## config.mk

```make
export PLATFORM = sky130hd
export DESIGN_NAME = ucie_sb_tx_arbiter
export DESIGN_NICKNAME = d
export VERILOG_FILES = /design/src/rtl/ucie_sb_pkg.sv /design/src/rtl/ucie_sb_rr_picker.sv /design/src/rtl/ucie_sb_tx_arbiter.sv
export SDC_FILE = /design/constraint.sdc
export NUM_CORES = 1
export LEC_CHECK = 0
export CORE_AREA = 2 2 156 158
export CTS_CLUSTER_SIZE = 8
export DETAILED_ROUTE_END_ITERATION = 12
export DIE_AREA = 0 0 158 160
export DONT_BUFFER_PORTS = 1
export HOLD_SLACK_MARGIN = 0.1
export MAX_ROUTING_LAYER = met4
export SLEW_MARGIN = 20
export SYNTH_ARGS = -nofsm -noshare
export SYNTH_HDL_FRONTEND = slang
export SYNTH_SLANG_ARGS = --single-unit
```

## constraint.sdc

```tcl
create_clock -name aux_clk -period 3.3 [get_ports aux_clk]
set_input_delay 0.33 -clock aux_clk [delete_from_list [all_inputs] [get_ports aux_clk]]
set_output_delay 0.33 -clock aux_clk [all_outputs]
set_load 0.05 [all_outputs]
```

## src/rtl/ucie_sb_pkg.sv

```systemverilog
// Shared types and constants for the sideband TX arbiter.
package ucie_sb_pkg;

  localparam int unsigned SB_PKT_W           = 76;
  localparam int unsigned SB_DEFAULT_CREDITS = 4;

  // Packet payload as seen on the PHY channel (type field renamed: 'type' is reserved).
  typedef struct packed {
    logic [63:0] data;
    logic [7:0]  length;
    logic [3:0]  pkt_type;
  } sb_pkt_t;

  typedef enum logic {
    IDLE = 1'b0,
    SEND = 1'b1
  } sb_arb_state_e;

endpackage

```

## src/rtl/ucie_sb_rr_picker.sv

```systemverilog
// Rotate-priority encoder: first set request at or above rr_ptr, wrapping.
module ucie_sb_rr_picker #(
  parameter  int unsigned NUM_REQ = 4,
  localparam int unsigned IDX_W   = $clog2(NUM_REQ)
) (
  input  logic [NUM_REQ-1:0] req,
  input  logic [IDX_W-1:0]   rr_ptr,
  output logic [NUM_REQ-1:0] grant_oh_c,
  output logic [IDX_W-1:0]   grant_idx_c
);

  logic        found;
  int unsigned idx;

  // Scan NUM_REQ positions starting at rr_ptr; the first hit wins.
  always_comb begin
    grant_oh_c  = '0;
    grant_idx_c = '0;
    found       = 1'b0;
    idx         = 0;
    for (int unsigned k = 0; k < NUM_REQ; k++) begin
      idx = (32'(rr_ptr) + k) % NUM_REQ;
      if (!found && req[IDX_W'(idx)]) begin
        found                    = 1'b1;
        grant_oh_c[IDX_W'(idx)]  = 1'b1;
        grant_idx_c              = IDX_W'(idx);
      end
    end
  end

endmodule

```

## src/rtl/ucie_sb_tx_arbiter.sv

```systemverilog
// Sideband TX arbiter: shares one PHY packet channel among NUM_REQ clients,
// gated by remote RX credits, with a stall timeout on the PHY handshake.
module ucie_sb_tx_arbiter
  import ucie_sb_pkg::*;
#(
  parameter  int unsigned NUM_REQ  = 4,
  parameter  int unsigned CREDITS  = SB_DEFAULT_CREDITS,
  parameter  int unsigned TIMEOUT  = 1024,
  parameter  bit          PRIO0_EN = 1'b1,
  localparam int unsigned IDX_W    = $clog2(NUM_REQ),
  localparam int unsigned CRD_W    = $clog2(CREDITS + 1)
) (
  input  logic                  aux_clk,
  input  logic                  aux_reset,
  input  logic                  sb_enable,
  input  logic [NUM_REQ-1:0]    req_valid,
  input  logic [NUM_REQ*64-1:0] req_data,
  input  logic [NUM_REQ*8-1:0]  req_length,
  input  logic [NUM_REQ*4-1:0]  req_type,
  output logic [NUM_REQ-1:0]    req_ready,
  output logic                  tx_packet_valid,
  output logic [63:0]           tx_packet_data,
  output logic [7:0]            tx_packet_length,
  output logic [3:0]            tx_packet_type,
  input  logic                  tx_packet_ready,
  input  logic                  credit_return,
  output logic [IDX_W-1:0]      grant_id,
  output logic [CRD_W-1:0]      credits_avail,
  output logic                  timeout_err,
  output logic                  credit_ovf_err
);

  localparam int unsigned       TMR_W    = (TIMEOUT > 1) ? $clog2(TIMEOUT) : 1;
  localparam logic [TMR_W-1:0]  TMR_LAST = TMR_W'(TIMEOUT - 1);
  localparam logic [CRD_W-1:0]  CRD_MAX  = CRD_W'(CREDITS);
  localparam logic [IDX_W-1:0]  IDX_LAST = IDX_W'(NUM_REQ - 1);

  sb_arb_state_e     state_q, state_d;
  logic [CRD_W-1:0]  credits_q, credits_d;
  logic [IDX_W-1:0]  rr_ptr_q, rr_ptr_d;
  logic [TMR_W-1:0]  timer_q, timer_d;
  sb_pkt_t           pkt_q, pkt_d;
  logic [IDX_W-1:0]  grant_id_q, grant_id_d;
  logic              tmo_q, tmo_d;
  logic              ovf_q, ovf_d;

  logic [NUM_REQ-1:0] pick_oh;
  logic [IDX_W-1:0]   pick_idx;
  logic [NUM_REQ-1:0] win_oh;
  logic [IDX_W-1:0]   win_idx;
  logic [SB_PKT_W-1:0] win_raw;
  sb_pkt_t            win_pkt;
  logic               grant_ok;
  logic               consume;
  logic [IDX_W-1:0]   next_ptr;

  ucie_sb_rr_picker #(
    .NUM_REQ (NUM_REQ)
  ) u_picker (
    .req         (req_valid),
    .rr_ptr      (rr_ptr_q),
    .grant_oh_c  (pick_oh),
    .grant_idx_c (pick_idx)
  );

  // Requester 0 overrides the round-robin choice when priority is enabled.
  always_comb begin
    win_oh  = pick_oh;
    win_idx = pick_idx;
    if (PRIO0_EN && req_valid[0]) begin
      win_oh  = NUM_REQ'(1);
      win_idx = '0;
    end
  end

  // Mux the winning requester's payload.
  always_comb begin
    win_raw = {req_data[64*int'(win_idx) +: 64],
               req_length[8*int'(win_idx) +: 8],
               req_type[4*int'(win_idx) +: 4]};
    win_pkt = sb_pkt_t'(win_raw);
  end

  assign grant_ok = sb_enable && !aux_reset && (credits_q != '0) && (|req_valid);
  assign next_ptr = (grant_id_q == IDX_LAST) ? '0 : grant_id_q + IDX_W'(1);

  // Next-state, grant, credit and error logic.
  always_comb begin
    state_d    = state_q;
    credits_d  = credits_q;
    rr_ptr_d   = rr_ptr_q;
    timer_d    = timer_q;
    pkt_d      = pkt_q;
    grant_id_d = grant_id_q;
    tmo_d      = tmo_q;
    ovf_d      = ovf_q;
    req_ready  = '0;
    consume    = 1'b0;

    unique case (state_q)
      IDLE: begin
        if (grant_ok) begin
          req_ready  = win_oh;
          pkt_d      = win_pkt;
          grant_id_d = win_idx;
          state_d    = SEND;
        end
      end
      SEND: begin
        if (tx_packet_ready) begin
          consume  = 1'b1;
          rr_ptr_d = next_ptr;
          timer_d  = '0;
          state_d  = IDLE;
        end else if (timer_q == TMR_LAST) begin
          // Stalled PHY: drop the packet without spending a credit.
          tmo_d    = 1'b1;
          rr_ptr_d = next_ptr;
          timer_d  = '0;
          state_d  = IDLE;
        end else begin
          timer_d = timer_q + TMR_W'(1);
        end
      end
      default: state_d = IDLE;
    endcase

    // A return coinciding with a consume cancels out and cannot overflow.
    if (credit_return && !consume) begin
      if (credits_q == CRD_MAX) begin
        ovf_d = 1'b1;
      end else begin
        credits_d = credits_q + CRD_W'(1);
      end
    end else if (consume && !credit_return) begin
      credits_d = credits_q - CRD_W'(1);
    end
  end

  // State registers with synchronous reset.
  always_ff @(posedge aux_clk) begin
    if (aux_reset) begin
      state_q    <= IDLE;
      credits_q  <= CRD_MAX;
      rr_ptr_q   <= '0;
      timer_q    <= '0;
      pkt_q      <= '0;
      grant_id_q <= '0;
      tmo_q      <= 1'b0;
      ovf_q      <= 1'b0;
    end else begin
      state_q    <= state_d;
      credits_q  <= credits_d;
      rr_ptr_q   <= rr_ptr_d;
      timer_q    <= timer_d;
      pkt_q      <= pkt_d;
      grant_id_q <= grant_id_d;
      tmo_q      <= tmo_d;
      ovf_q      <= ovf_d;
    end
  end

  assign tx_packet_valid  = (state_q == SEND);
  assign tx_packet_data   = pkt_q.data;
  assign tx_packet_length = pkt_q.length;
  assign tx_packet_type   = pkt_q.pkt_type;
  assign grant_id         = grant_id_q;
  assign credits_avail    = credits_q;
  assign timeout_err      = tmo_q;
  assign credit_ovf_err   = ovf_q;

endmodule

```

==> impl_metrics.py <==
metrics = {
    "die": {
        "start_util_pct": 28.7,
        "pin_count": 401,
        "coreArea_mm2": 0.0238,
        "row_count": 57,
        "die_w_um": 158,
        "die_area_mm2": 0.0253,
        "dieHeight_um": 160,
    },
    "detailed_routing": {
        "drc": 0,
        "wl_per_cell_um": 21.2,
        "wirelength_mm": 21.1,
        "drt_iter0_drc": 481,
        "viasPerCell": 5.51,
        "vias": 5485,
        "antenna_left": 0,
        "drt_pass1_iterations": 4,
    },
    "worst_setup_path": {
        "end_kind": "output port",
        "critical-path-top-delay-family": "simple AND/OR/NAND/NOR gates",
        "setup.worst_path.start_class": "register",
        "cpPeakStageDelay_ps": 480,
        "crit_chain": "inv_1, ha_2, or3b_2, a2111o_1, nand3_1, nand2_1, a211oi_4, buf_12",
        "worst-path-max-fanout": 11,
        "cp.depth": 8,
        "slowest_stage": "or3b_2",
        "crit_required_ps": 2970,
        "crit_arrival_ps": 2750,
        "reg2reg_depth": 8,
        "cp_num_buf_inv": 2,
        "setup.worst_path.class": "reg -> out",
    },
    "timing": {
        "fin_setup_tns_ps": 0,
        "setup-violations-final": 0,
        "hold_viol": 0,
        "fmax_mhz": 325,
        "fin_skew_ps": 11.2,
        "relSlewSlack_pct": 39.6,
        "worst_pin_slew_ps": 894,
        "final_min_period_over_clock_period_pct": 93.3,
        "fin_ws_ps": 222,
        "rsz0062_at_grt": "no",
        "min_period_ps": 3080,
        "finalMaxSlewViolations": 0,
    },
    "logic_synthesis": {
        "ys_ff_latch": 96,
        "synthArstFlopShare_pct": 0,
        "syn_avg_cell_area_um2": 9.84,
        "synth_edf_count": 0,
        "yosysSeqAreaShare_pct": 28.1,
        "synth_cell_type_count": 53,
        "synth_nets": 1019,
        "synth_area_mm2": 0.00685,
        "synthFlopType": "dfxtp_1",
        "synthCells": 696,
        "ys_warn_count": 0,
    },
    "clock_network": {
        "clk_pin_slew_ps": 80,
        "clockBufferDepth": 2,
        "ctsHtreeMaxLevel": 3,
        "tritoncts": "built",
        "cts_buffers": 9,
        "cts.sinks": 96,
        "clkLatencyLatePin_ps": 350,
        "root_buffer": "clkbuf_16",
    },
    "global_routing": {
        "antenna_found_initial": 2,
        "gr-usage-all-layers_pct": 16.0,
        "grt_pass1_vias": 5168,
        "grt_max_degree": 66,
        "grt_pass1_wl_mm": 30.2,
        "overflow": 0,
    },
    "layout": {
        "mostFrequentLayoutCells": "mux2i_1 (161), dfxtp_1 (96), o21ai_0 (56)",
        "area_growth_pct": 8.99,
        "final_nets": 987,
        "drive_gt1_share_pct": 16.7,
        "final_common_cell": "mux2i_1",
    },
    "power_and_ir_drop": {
        "peakVddDrop_uv": 252,
        "leakage_nw": 2.93,
        "power_w": 0.00338,
        "p_per_area_mw_per_mm2": 454,
    },
    "placement": {
        "port_buffers": 0,
        "gp_routability_congestion": 0.816,
        "place_hpwl_mm": 15.7,
        "pre_cts_slack_ps": 418,
    },
    "status": {
        "status": "complete, no violations",
    },
    "min_path": {
        "hold_path.class": "in -> reg",
        "whs_path_depth": 2,
    },
    "run": {
        "cap_viol_max_count": 0,
    },
}
## worst paths after layout
path,start,to,slack (ps)
worst min register to register,timer_q[9]$_SDFFE_PP0P_,timer_q[9]$_SDFFE_PP0P_,530
worst min-delay path,req_data[138],tx_packet_data[10]$_SDFFE_PP0P_,170
worst max-delay path,rr_ptr_q[1]$_SDFFE_PP0P_,req_ready[3],220
worst max register to register,rr_ptr_q[1]$_SDFFE_PP0P_,tx_packet_data[18]$_SDFFE_PP0P_,490
## cell type report
type                            count  area [um^2]
Timing Repair Buffer               27          338
Fill cell                        2527        16400
Tap cell                          324          405
Sequential cell                    96         1920
Clock buffer                        9          225
Clock inverter                      7         58.8
Inverter                           34          128
Multi-Input combinational cell    496         4380
Antenna cell                        2         5.00
## metal layers
layer / global-route usage, % / wire length, um / up-vias / part of all wire (%)
li1: - / - / 2585 / -
met1: 19.5 / 8960 / 2638 / 43
met2: 26.3 / 10200 / 247 / 48
met3: 3.85 / 1560 / 15 / 7.4
met4: 4.38 / 367 / 0 / 1.7
met5: - / 0 / - / 0
## flip-flops by register name, summed over array words and instances (netlist names)
| name | cells |
|---|---|
| tx_packet_type | 4 |
| timer_q | 10 |
| credit_ovf_err | 1 |
| tx_packet_data | 64 |
| tx_packet_length | 8 |
| timeout_err | 1 |
| grant_id | 2 |
| tx_packet_valid | 1 |
| credits_avail | 3 |
| rr_ptr_q | 2 |
## kinds of logic after synthesis
family	after synthesis	share of synthesized area, %
compound gates	195	26.4
xor+xnor	6	0.768
fa+ha+maj	10	1.94
buf+inv	104	8.68
flops	96	28.1
mux	165	24.5
simple gates	120	9.59
## worst register-to-register path: stages (launching register included)
cell       delay (ps)
dfxtp_1           340
inv_1             110
ha_2              460
mux4_2            400
o211a_1           190
a2111oi_4         400
o21a_4            430
buf_12            270
a221oi_2           90
## cell usage after synthesis (all sizes together) (3+ instances only)
library cell  instances  share of area (%)
nor2                 25                1.4
nand2                15               0.82
nand3                 6               0.44
xor2                  3               0.38
o21ai                58                4.6
nor3                  9               0.90
a211o                 3               0.38
nand4                 3               0.27
a31oi                 3               0.27
mux2i               161                 24
a21oi                13                1.0
nor2b                 3               0.27
o2111ai              48                6.1
xnor2                 3               0.38
a211oi                3               0.33
ha                    9                1.6
inv                  34                1.9
a221oi               52                 11
a22o                  4               0.51
dfxtp                96                 28
buf                  38                5.0
nand2b               48                4.4
clkbuf               32                1.9
nand3b                3               0.33
## per-stage QoR
stage          cell area, um^2  utilization, %  std cells  hold slack [ps]
2_1_floorplan             6880               -        696              479
3_3_place_gp              7130            29.9        975              402
3_5_place_dp              7160            30.1        976              404
4_1_cts                   7450            31.3        993              149
5_1_grt                   7460            31.3        995              153
6_report                  7460            31.3        995              167
## report_power, final
group          switching (W)  internal [W]
logic               0.000412      0.000295
registers           0.000366       0.00125
clock network       0.000535      0.000528
## timing repair
action | CTS | global route
hold endpoints to repair | 15 | 0
setup endpoints to repair | 0 | 1
resized for setup | 0 | 1
setup buffers | 0 | 0
hold buffers | 1 | 0
No activity file was read; power rests on OpenSTA's default activity.
